--- src/rtl/tile_hash_generator.sv ---
// Streaming CRC-16/CCITT-FALSE signature generator for graphics tiles.
// One byte per cycle; the hash of a frame is presented the cycle after its last byte.
module tile_hash_generator #(
    parameter logic [15:0] POLY    = 16'h1021,
    parameter logic [15:0] INIT    = 16'hFFFF,
    parameter logic [15:0] XOR_OUT = 16'h0000
) (
    input  logic        clk,
    input  logic        rst,
    input  logic        data_valid,
    input  logic [7:0]  data_in,
    input  logic        data_last,
    output logic        hash_valid,
    output logic [15:0] hash_out
);

    logic [15:0] crc_reg;
    logic [15:0] crc_next;
    logic [15:0] hash_out_reg;
    logic        hash_valid_reg;

    // Eight unrolled shift/reduce stages process a whole byte in one cycle.
    logic [15:0] stage [0:8];

    assign stage[0] = crc_reg ^ {data_in, 8'h00};

    generate
        for (genvar gi = 0; gi < 8; gi++) begin : g_crc_stage
            assign stage[gi+1] = stage[gi][15] ? ({stage[gi][14:0], 1'b0} ^ POLY)
                                               :  {stage[gi][14:0], 1'b0};
        end
    endgenerate

    assign crc_next = stage[8];

    // The running CRC is reloaded with INIT as the last byte is absorbed, so the
    // next accepted byte always starts a fresh frame without extra state.
    always_ff @(posedge clk) begin
        if (rst) begin
            crc_reg        <= INIT;
            hash_out_reg   <= 16'h0000;
            hash_valid_reg <= 1'b0;
        end else if (data_valid) begin
            if (data_last) begin
                crc_reg        <= INIT;
                hash_out_reg   <= crc_next ^ XOR_OUT;
                hash_valid_reg <= 1'b1;
            end else begin
                crc_reg        <= crc_next;
                hash_valid_reg <= 1'b0;
            end
        end
    end

    assign hash_valid = hash_valid_reg;
    assign hash_out   = hash_out_reg;

endmodule

--- config.mk ---
export PLATFORM = sky130hd
export DESIGN_NAME = tile_hash_generator
export DESIGN_NICKNAME = d
export VERILOG_FILES = /design/src/rtl/tile_hash_generator.sv
export SDC_FILE = /design/constraint.sdc
export NUM_CORES = 1
export LEC_CHECK = 0
export BUFFER_PORTS_ARGS = -buffer_cell sky130_fd_sc_hd__buf_4
export CORE_MARGIN = 4
export CORE_UTILIZATION = 45
export CTS_BUF_LIST = sky130_fd_sc_hd__clkbuf_4
export DETAILED_ROUTE_END_ITERATION = 16
export PLACE_DENSITY = 0.74
export SLEW_MARGIN = 20
export SYNTH_ARGS = -nofsm -noshare
export SYNTH_HDL_FRONTEND = slang
export SYNTH_SLANG_ARGS = --single-unit
--- constraint.sdc ---
create_clock -name clk -period 1.6 [get_ports clk]
set_clock_uncertainty 0.2 [all_clocks]
set_input_delay 0.08 -clock clk [delete_from_list [all_inputs] [get_ports clk]]
set_output_delay 0.08 -clock clk [all_outputs]
set_load 0.05 [all_outputs]
Word level (Yosys, flattened, before mapping)
Index checks and enable logic that the tools add are counted.

operators by class
  mux-type cells = 10
  reduce and logical (&&, ||, !) cells = 1
  bitwise logic cells = 9

operator list
  kind               number
  $mux W13           8
  $not A3 Y3         8
  $mux W16           1
  $xor A16 B16 Y16   1
  $reduce_and A2 Y1  1
  $mux W1            1

word-level totals
  input bits = 12
  flip-flop bits (word level) = 33
  word-level logic and storage cells = 23

Longest topological paths before layout
Gate-level depths: netlist of the first run.

  depth after elaboration = 18
  mapped depth = 5
  depth with buffers taken out = 3

Worst setup path after synthesis of the first run
No wires, ideal clock.

  path type = reg-to-reg
  start point = register crc_reg[13]
  end point = register crc_reg[5]
  cell stages (with the launch flop) = 4
  slack = 0.110 ns
  arrival = 1.216 ns
  data required time = 1.326 ns
  cells stage by stage = dfxtp_1 xor2_2 xnor3_1 a31oi_1

between the ends
  word-level cells in the longest chain between the ends = 9

ends and longest elaborated chain
  what                         line  text
  start, declared              17    logic [15:0] crc_reg;
  start signal, assigned       49    crc_reg <= crc_next;
  $xor A16 B16 Y16 *           25    assign stage[0] = crc_reg ^ {data_in, 8'h00};
  $mux W13 * (5 in a row)      29    assign stage[gi+1] = stage[gi][15] ? ({stage[gi][14:0], 1'b0} ^ POLY)
  $not A3 Y3 (no source line)  -
  $mux W13 *                   29
  $mux W16 *                   44    if (data_last) begin

Every way passes the cells marked *; elsewhere a longest branch is shown, timed or not.
A chain may end at the register's enable or synchronous reset.

==> results of run 1 <==
per-layer routing:
layer | share of wire | routed length (um)
met4 | 0.020 | 57
met2 | 0.46 | 1330
met3 | 0.054 | 155
met1 | 0.46 | 1330
met5 | 0 | 0
worst max-delay path, delay by kind of cell:
kind / cells / cell delay [ns]
buf+inv: 3 / 1.24
mux: 1 / 0.20
simple gates: 1 / 0.05
placed cells by master, fill, tap and decap left out, types with 2 or more instances in the layout:
cell,netlist,routed
dfxtp_1,33,33
xnor3_1,6,6
buf_4,0,40
clkinv_1,1,3
a31oi_1,3,3
xnor2_2,3,3
nand2_1,29,29
dlygate4sd3_1,0,4
xor3_1,2,2
xnor2_1,8,7
o21ai_0,14,14
xor2_1,3,3
nor3_1,3,3
o21ai_1,2,2
o211ai_1,13,13
clkbuf_4,0,5
logic make-up after synthesis:
kind of cell / Yosys count
flip-flops: 33
XOR/XNOR: 24
multiplexers: 1
AO/OA/AOI/OAI: 33
AND/OR/NAND/NOR: 34
buffers and inverters: 8
report_power, final:
part | total [mW] | internal (mW) | switching [mW] | leakage, nW
Combinational | 0.785 | 0.389 | 0.396 | 0.539
Clock | 0.425 | 0.159 | 0.267 | 0.0300
Sequential | 0.970 | 0.912 | 0.0579 | 0.272
layout make-up:
type	instances	area [sq um]	area share
Clock buffer	5	37.5	0.0201
Clock inverter	3	12.5	0.00671
Inverter	1	3.75	0.00201
Multi-Input combinational cell	92	744	0.399
Sequential cell	33	661	0.354
Tap cell	44	55.1	0.0295
Timing Repair Buffer	45	352	0.188
repair_timing:
action / in CTS / in global routing
endpoints found under the hold margin: 5 / 0
buffers inserted: 0 / 1
gates resized for setup: 0 / 4
setup endpoints to repair: 0 / 3
hold buffers: 4 / 0
how the worst max path moves through the flow:
stage / from / endpoint
4_1_cts: crc_reg[13] / crc_reg[5]
6_report: data_valid / hash_valid
3_3_place_gp: crc_reg[13] / crc_reg[6]
3_5_place_dp: crc_reg[13] / crc_reg[5]
5_1_grt: crc_reg[13] / crc_reg[6]
2_1_floorplan: crc_reg[13] / crc_reg[5]
through the flow:
stage | utilization | total power, mW
after global placement | 0.575 | 1.73
after detailed placement | 0.575 | 1.75
final | 0.616 | 2.18
after global routing | 0.616 | 2.31
after CTS | 0.605 | 2.18
after floorplan | - | 1.52
==> run_results.csv, run 1 <==
group,metric,value,unit
run_status,outcome,"finished, final reports clean",
worst_hold_path,hold_path_depth,4,
timing,fmax,0.643,GHz
final_layout,diodes,0,
global_route,grt_pass1_wl,4890,um
yosys,syn_area,0.00141,sq mm
worst_setup_path,arrival,1.57,ns
yosys,synth-compound-area-share,0.143,
routing,ant_nets,0,
yosys,synth_edf_count,0,
final_layout,drive_gt1_frac,0.307,
timing,fin_tns_setup,0,ns
yosys,synth_top_family_by_area,"XOR/XNOR gates",
yosys,postSynthCellCount,133,
worst_setup_path,required,1.62,ns
global_route,grt_max_degree,33,
placed_design,routabilityCongestion,0.817,
routing,drc,0,
timing,report.final.slew_viol_count,0,
worst_setup_path,worst-r2r-setup-slack,0.05,ns
worst_setup_path,r2r_end,"crc_reg[6]",
timing,slew_headroom,0.755,
final_layout,postLayoutCellArea,0.00187,sq mm
worst_hold_path,min_from,"data_in[7]",
power,power_per_cell_area,1170,mW/mm^2
final_layout,fin_nets,190,
worst_setup_path,crit_path_max_fanout,10,
timing,setup_viol,0,
global_route,grt-ovfl-total,0,
floorplanning,initial_core_util,0.466,
global_route,grt_use_met3,0.0404,
global_route,grt_pass1_vias,1088,
worst_setup_path,slowest_stage,"dlygate4sd3_1",
yosys,yosysTopAreaCell,"dfxtp_1",
cts,cts_buffers,5,
timing,fin_crit,1.56,ns
global_route,use_met1,0.199,
global_route,antenna_found_initial,0,
cts,clockBufferDepth,2,
power,p_leak,0.840,nW
worst_setup_path,path_class,"input port to flop",
floorplanning,row_count,20,
yosys,synth_fp_nets,145,
routing,routedWlPerCell,12.8,um
floorplanning,ios,29,
worst_setup_path,r2r-start,"crc_reg[13]",
placed_design,post-place-ws,0.0384,ns
routing,drtIter0Drc,63,
yosys,synth_area_leaders,"dfxtp_1 (47%), xnor3_1 (9.6%), nand2_1 (7.7%)",
placed_design,io_buffers,28,
yosys,synth_common_cells,"dfxtp_1 (33), nand2_1 (29), o21ai_0 (14), o211ai_1 (13), xnor2_1 (8)",
yosys,avgSynthCellArea,10.6,sq um
timing,rsz0062_at_grt,"true",
yosys,ys_ff_latch,33,
worst_setup_path,path_cells,"dlygate4sd3_1 -> buf_6 -> mux2i_2 -> nor2_1 -> dlygate4sd3_1",
worst_hold_path,whs_endpoint,"hash_out[12]",
placed_design,post-dp-hpwl,2050,um
cts,cts_root_buf,"clkbuf_4",
final_layout,layout.cells.non_filler,223,
yosys,synth_top_area_share,0.469,
floorplanning,fp.dieH,64.0,um
yosys,synth.distinct_cells,21,
cts,clock_latency,0.32,ns
worst_setup_path,worstSetupStartpointType,"input port",
yosys,synth_xor_area_frac,0.264,
cts,clock_sinks,33,
routing,vias_per_cell,4.88,
placed_design,dpl_cell_area,0.00174,sq mm
floorplanning,coreArea,0.00303,sq mm
flow_run,cap_violations,0,
timing,layout_setup_ws,0.0441,ns
worst_setup_path,slowest_delay,0.55,ns
worst_setup_path,r2r_cells,3,
cts,path_clk_slew,0.10,ns
yosys,ys.flop_type,"dfxtp_1",
global_route,grt_use_met2,0.234,
routing,vias,1089,
yosys,ys_async_sr_fraction,0,
timing,tightestPinTransition,0.365,ns
floorplanning,fp.dieW,64.0,um
yosys,synthAdderAreaFrac,0,
global_route,grt_use_total,0.150,
worst_setup_path,end_kind,"flop",
yosys,post-synth-top-count-cell,"dfxtp_1",
floorplanning,die_area,0.00409,sq mm
timing,hold_viol,0,
routing,dr.pass1.iters,4,
worst_hold_path,min_path_type,"input port to flop",
cts,cts-htree-levels,2,
cts,cts_tree,"built",
timing,fin_hold_ws,0.0773,ns
global_route,grt.busiest_layer,"met2",
placed_design,dp_cells,210,
power,ir_drop,0.722,mV
yosys,synth_mux_area_frac,0.00710,
yosys,synth_warnings,0,
timing,fin_crit_sh,0.972,
yosys,yosys.area_share.simple,0.0958,
yosys,synth-seq-area-share,0.469,
worst_setup_path,critical_path.most_common_cell,"dlygate4sd3_1",
routing,wl,2870,um
final_layout,fill_cells,248,
final_layout,syn2layout_area_growth,32.3,%
Note: power is estimated with default switching activity, not from simulation.
==> inputs of run 2 (changes only) <==
clock period = 1.5 ns   (was 1.6 ns; I/O delays follow)
==> run 2 against run 1 <==
Net effect:
- the run now ends with negative hold slack left
- global-route usage shrank 0.19 points
- wire length hardly changed
- register-to-register slack worse by 0.03 ns
- flip-flop and latch count unchanged
- first-iteration DRC count down 43%
- largest cell class unchanged
- highest routed layer unchanged
==> run_results.csv, run 2 (same netlist as run 1, synthesis figures left out) <==
group,metric,value,unit
run_status,outcome,"finished with violations",
run_status,violations,"negative hold slack",
floorplanning,coreArea,0.00303,sq mm
timing,slew_headroom,0.843,
cts,path_clk_slew,0.09,ns
power,combPwrFrac,0.370,
timing,rsz0062_at_grt,"true",
power,p_leak,0.894,nW
worst_setup_path,r2r_end,"crc_reg[5]",
cts,clock_latency,0.33,ns
power,p_int,1.62,mW
cts,cts-htree-levels,2,
global_route,grt_pass1_wl,4730,um
timing,setup_viol,0,
final_layout,fill_cells,247,
power,power.total,2.38,mW
cts,clockBufferDepth,2,
timing,report.final.slew_viol_count,0,
routing,ant_nets,0,
power,p_switching,0.765,mW
global_route,antenna_found_initial,0,
timing,fin_crit,1.48,ns
global_route,grt_pass1_vias,1094,
worst_hold_path,min_from,"data_in[4]",
routing,dr.pass1.iters,4,
worst_hold_path,min_path_type,"input port to flop",
floorplanning,row_count,20,
floorplanning,die_area,0.00409,sq mm
final_layout,fin_nets,198,
timing,fin_hold_ws,-0.118,ns
worst_setup_path,crit_path_max_fanout,2,
routing,vias,1095,
placed_design,post-dp-hpwl,2040,um
worst_setup_path,worst-r2r-setup-slack,0.02,ns
power,swShare,0.321,
routing,vias_per_cell,4.76,
final_layout,diodes,0,
final_layout,drive_gt1_frac,0.360,
floorplanning,ios,29,
floorplanning,fp.dieH,64.0,um
worst_hold_path,hold_path_depth,3,
power,power_per_cell_area,1220,mW/mm^2
timing,hold_viol,1,
timing,fin_crit_sh,0.984,
worst_setup_path,arrival,1.54,ns
worst_setup_path,end_kind,"flop",
power,ir_drop,0.792,mV
routing,drc,0,
cts,clock_sinks,33,
final_layout,layout_common_cells,"buf_4 (47), nand2_1 (29), dfxtp_1 (29)",
power,clock_power_share,0.194,
cts,cts_root_buf,"clkbuf_4",
floorplanning,fp.dieW,64.0,um
routing,wl,2870,um
cts,cts_hold_buf,5,
flow_run,cap_violations,0,
routing,drtIter0Drc,36,
routing,routedWlPerCell,12.5,um
final_layout,seq_area,668,sq um
worst_setup_path,required,1.56,ns
final_layout,syn2layout_area_growth,38.6,%
worst_setup_path,path_class,"flop to flop",
timing,tightestPinTransition,0.234,ns
worst_hold_path,whs_endpoint,"crc_reg[4]",
cts,cts_buffers,5,
timing,layout_setup_ws,0.0244,ns
worst_setup_path,r2r-start,"crc_reg[8]",
timing,fmax,0.678,GHz
worst_setup_path,worstSetupStartpointType,"flop",
worst_setup_path,r2r_cells,4,
final_layout,multiInputGateArea,756,sq um
cts,cts_tree,"built",
global_route,grt_use_total,0.148,
timing,fin_tns_setup,0,ns
global_route,grt-ovfl-total,0,
floorplanning,initial_core_util,0.466,
global_route,grt_max_degree,33,
placed_design,post-place-ws,-0.0371,ns
placed_design,io_buffers,28,
placed_design,routabilityCongestion,0.831,
power,pwr-share-seq,0.436,
final_layout,final_common_cell,"buf_4",
-- run 2: cell count changes in the layout (fill, tap and decap cells not counted), sizes merged --
cell | previous run | this run
clkinv | 4 | 2
dlygate4sd3 | 4 | 5
buf | 41 | 48
clkbuf | 5 | 6
-- run 2: worst max path at each step --
stage / depth (start not counted) / endpoint / startpoint
6_report: 4 / crc_reg[5] / crc_reg[8]
5_1_grt: 4 / crc_reg[5] / crc_reg[8]
4_1_cts: 3 / crc_reg[13] / crc_reg[9]
3_5_place_dp: 3 / crc_reg[5] / crc_reg[13]
3_3_place_gp: 3 / crc_reg[6] / crc_reg[13]
2_1_floorplan: 3 / crc_reg[5] / crc_reg[13]
-- run 2: area by class of cell --
cell class	count	share of cell area
timing repair buffer	53	0.216
clock inverter	1	0.00192
sequential	33	0.342
multi-input combinational	92	0.387
clock buffer	6	0.0230
tap	44	0.0282
inverter	1	0.00192
-- run 2: per-stage QoR --
step / util / std cells / cell area, sq um
final: 0.645 / 230 / 1950
after global routing: 0.645 / 230 / 1950
after CTS: 0.623 / 225 / 1890
after detailed placement: 0.582 / 211 / 1760
after global placement: 0.582 / 211 / 1760
after floorplan: - / 133 / 1410
-- run 2: layer usage --
metal | global-route usage | routed length (um) | vias to the layer above | part of all wire
met5 | 0 | 0 | - | 0
met2 | 0.243 | 1360 | 26 | 0.48
met3 | 0.0668 | 175 | 6 | 0.061
met4 | 0.0593 | 57 | 0 | 0.020
met1 | 0.168 | 1270 | 499 | 0.44
li1 | - | - | 564 | -
-- run 2: worst max-delay path, stage by stage, from the launching register on --
cell and delay (ns):
dfxtp_2 0.35, xnor2_2 0.15, buf_4 0.14, xnor3_1 0.39
a31oi_1 0.17
-- run 2: timing repair --
action,4_1_cts,5_1_grt
setup endpoints to repair,8,15
pin swaps,4,6
resized for setup,5,7
setup buffers,2,5
cloned,0,0
endpoints found under the hold margin,17,1
-- run 2: power groups by stage --
stage	registers, mW	clock network, mW	logic (mW)
4_1_cts	1.04	0.474	0.853
3_3_place_gp	1.05	0	0.809
3_5_place_dp	1.05	0	0.823
2_1_floorplan	1.21	0	0.415
6_report	1.04	0.463	0.881
5_1_grt	1.05	0.532	0.941
==> inputs of run 3 (changes only) <==
CORE_UTILIZATION = 40   (was 45)
PLACE_DENSITY = 0.67   (was 0.74)
==> run 3 against run 2 <==
Net effect:
- the run now ends clean
- via count rose by 1.2%
- combinational power increased by 0.9%
- largest power group unchanged
- critical endpoint is now hash_valid
- global-route usage is essentially flat
- highest routed layer unchanged
- clock-buffer cell count down 1
- cell area grew 1.1%
- maximum frequency fell by 1.6%
- cell count rose by 0.87%
- critical path type is now input port to flop
- first-iteration DRC count is 22% higher
- setup slack worse by 0.024 ns
- wire length grew 3.5%
==> run_results.csv, run 3 (same netlist as run 1, synthesis figures left out) <==
group,metric,value,unit
routing,drtIter0Drc,44,
global_route,grt_pass1_wl,4890,um
final_layout,final_common_cell,"buf_4",
floorplanning,fp.dieH,67.4,um
floorplanning,coreArea,0.00336,sq mm
power,combPwrFrac,0.372,
worst_setup_path,worstSetupStartpointType,"input port",
timing,rsz0062_at_grt,"true",
global_route,grt-ovfl-total,0,
final_layout,layout_common_cells,"buf_4 (46), nand2_1 (29), dfxtp_1 (29)",
placed_design,post-dp-hpwl,2000,um
cts,cts_root_buf,"clkbuf_4",
global_route,grt_max_degree,33,
floorplanning,ios,29,
cts,clock_sinks,33,
worst_setup_path,arrival,1.52,ns
timing,tightestPinTransition,0.344,ns
final_layout,seq_area,671,sq um
timing,fmax,0.667,GHz
final_layout,multiInputGateArea,778,sq um
timing,slew_headroom,0.769,
worst_hold_path,min_path_type,"input port to flop",
global_route,grt_pass1_vias,1067,
final_layout,fin_nets,197,
timing,hold_viol,0,
power,pwr-share-seq,0.437,
cts,cts_buffers,5,
routing,routedWlPerCell,12.8,um
placed_design,io_buffers,28,
power,p_switching,0.783,mW
timing,fin_crit_sh,1.00,
worst_setup_path,required,1.52,ns
power,clock_power_share,0.190,
routing,vias_per_cell,4.78,
worst_setup_path,slowest_delay,0.55,ns
run_status,outcome,"finished, final reports clean",
placed_design,dpl_cell_area,0.00176,sq mm
worst_setup_path,slowest_stage,"dlygate4sd3_1",
placed_design,routabilityCongestion,0.725,
timing,fin_crit,1.50,ns
power,swShare,0.328,
worst_setup_path,crit_start,"data_last",
final_layout,diodes,0,
cts,cts-htree-levels,2,
worst_setup_path,end_kind,"flop",
routing,wl,2970,um
cts,cts_tree,"built",
global_route,grt_use_total,0.148,
power,p_int,1.60,mW
cts,clock_latency,0.33,ns
worst_setup_path,path_cells,"dlygate4sd3_1 -> buf_4 -> mux2i_1 -> nor2_1 -> dlygate4sd3_1",
timing,report.final.slew_viol_count,0,
cts,clockBufferDepth,2,
flow_run,cap_violations,0,
worst_setup_path,critical_path.most_common_cell,"dlygate4sd3_1",
worst_setup_path,r2r-start,"crc_reg[9]",
final_layout,syn2layout_area_growth,40.1,%
floorplanning,fp.dieW,67.4,um
final_layout,postLayoutCellArea,0.00198,sq mm
final_layout,drive_gt1_frac,0.355,
power,power_per_cell_area,1210,mW/mm^2
floorplanning,die_area,0.00454,sq mm
floorplanning,initial_core_util,0.419,
worst_setup_path,path_class,"input port to flop",
routing,drc,0,
worst_setup_path,crit_path_max_fanout,3,
routing,vias,1108,
worst_hold_path,min_from,"data_valid",
final_layout,fill_cells,325,
floorplanning,row_count,21,
global_route,antenna_found_initial,0,
power,p_leak,0.889,nW
routing,dr.pass1.iters,4,
power,ir_drop,0.554,mV
cts,path_clk_slew,0.10,ns
timing,setup_viol,0,
power,power.total,2.39,mW
routing,ant_nets,0,
-- run 3: cell count changes in the layout (fill, tap and decap cells not counted) --
cell,change
dfxtp_4,+1
o21ai_1,-2
clkbuf_4,-1
buf_4,-1
xnor2_4,+2
xor2_1,-1
clkinv_1,+1
o21ai_0,+2
xnor2_1,+1
dfxtp_2,-1
xnor2_2,-3
xor2_2,+1
clkinv_2,+1
-- run 3: layer usage --
layer	share of wire	up-vias	global-route usage
met5	0	-	0
met1	0.44	499	0.178
met3	0.064	8	0.0433
li1	-	562	-
met4	0.023	0	0.0835
met2	0.47	39	0.237
-- run 3: metrics by stage --
stage | TNS, ns | hold slack [ns] | util | std cells | worst slack (ns)
final | 0 | 0.0766 | 0.587 | 232 | 0.000736
after detailed placement | -0.731 | 0.0977 | 0.522 | 212 | -0.100
after global routing | -0.0975 | 0.0992 | 0.587 | 232 | -0.0332
after CTS | 0 | 0.0638 | 0.562 | 226 | 0.00621
after floorplan | 0 | -0.0526 | - | 133 | 0.00972
after global placement | -0.0136 | 0.0940 | 0.522 | 212 | -0.00841
-- run 3: layout make-up --
class	count	share of cell area
Inverter	1	0.00190
Clock buffer	5	0.0190
Sequential cell	33	0.339
Timing Repair Buffer	52	0.210
Multi-Input combinational cell	92	0.394
Clock inverter	3	0.00633
Tap cell	46	0.0291
-- run 3: repair_timing --
action	in CTS	in global routing
setup endpoints to repair	12	11
gates resized for setup	4	9
setup buffers	1	6
hold buffers	5	0
pin swaps	3	11
endpoints found under the hold margin	17	0
-- run 3: worst max-delay path, delay by kind of cell --
family	cells	cell delay, ns
buffers and inverters	3	1.24
and+or+nand+nor	1	0.05
muxes	1	0.14
-- run 3: power groups by stage --
stage	clock network (mW)	registers, mW	logic (mW)
after floorplan	0	1.21	0.415
after global placement	0	1.05	0.800
after detailed placement	0	1.05	0.819
after CTS	0.476	1.04	0.846
after global routing	0.512	1.06	0.955
final	0.455	1.04	0.889
-- run 3: final timing paths --
check                               endpoint  slack (ns)  depth (start not counted)
worst max-delay path              hash_valid      0.0007                          5
worst min-delay path             hash_out[5]        0.08                          4
worst max register to register    crc_reg[6]        0.04                          4
worst min register to register  hash_out[12]        0.26                          2
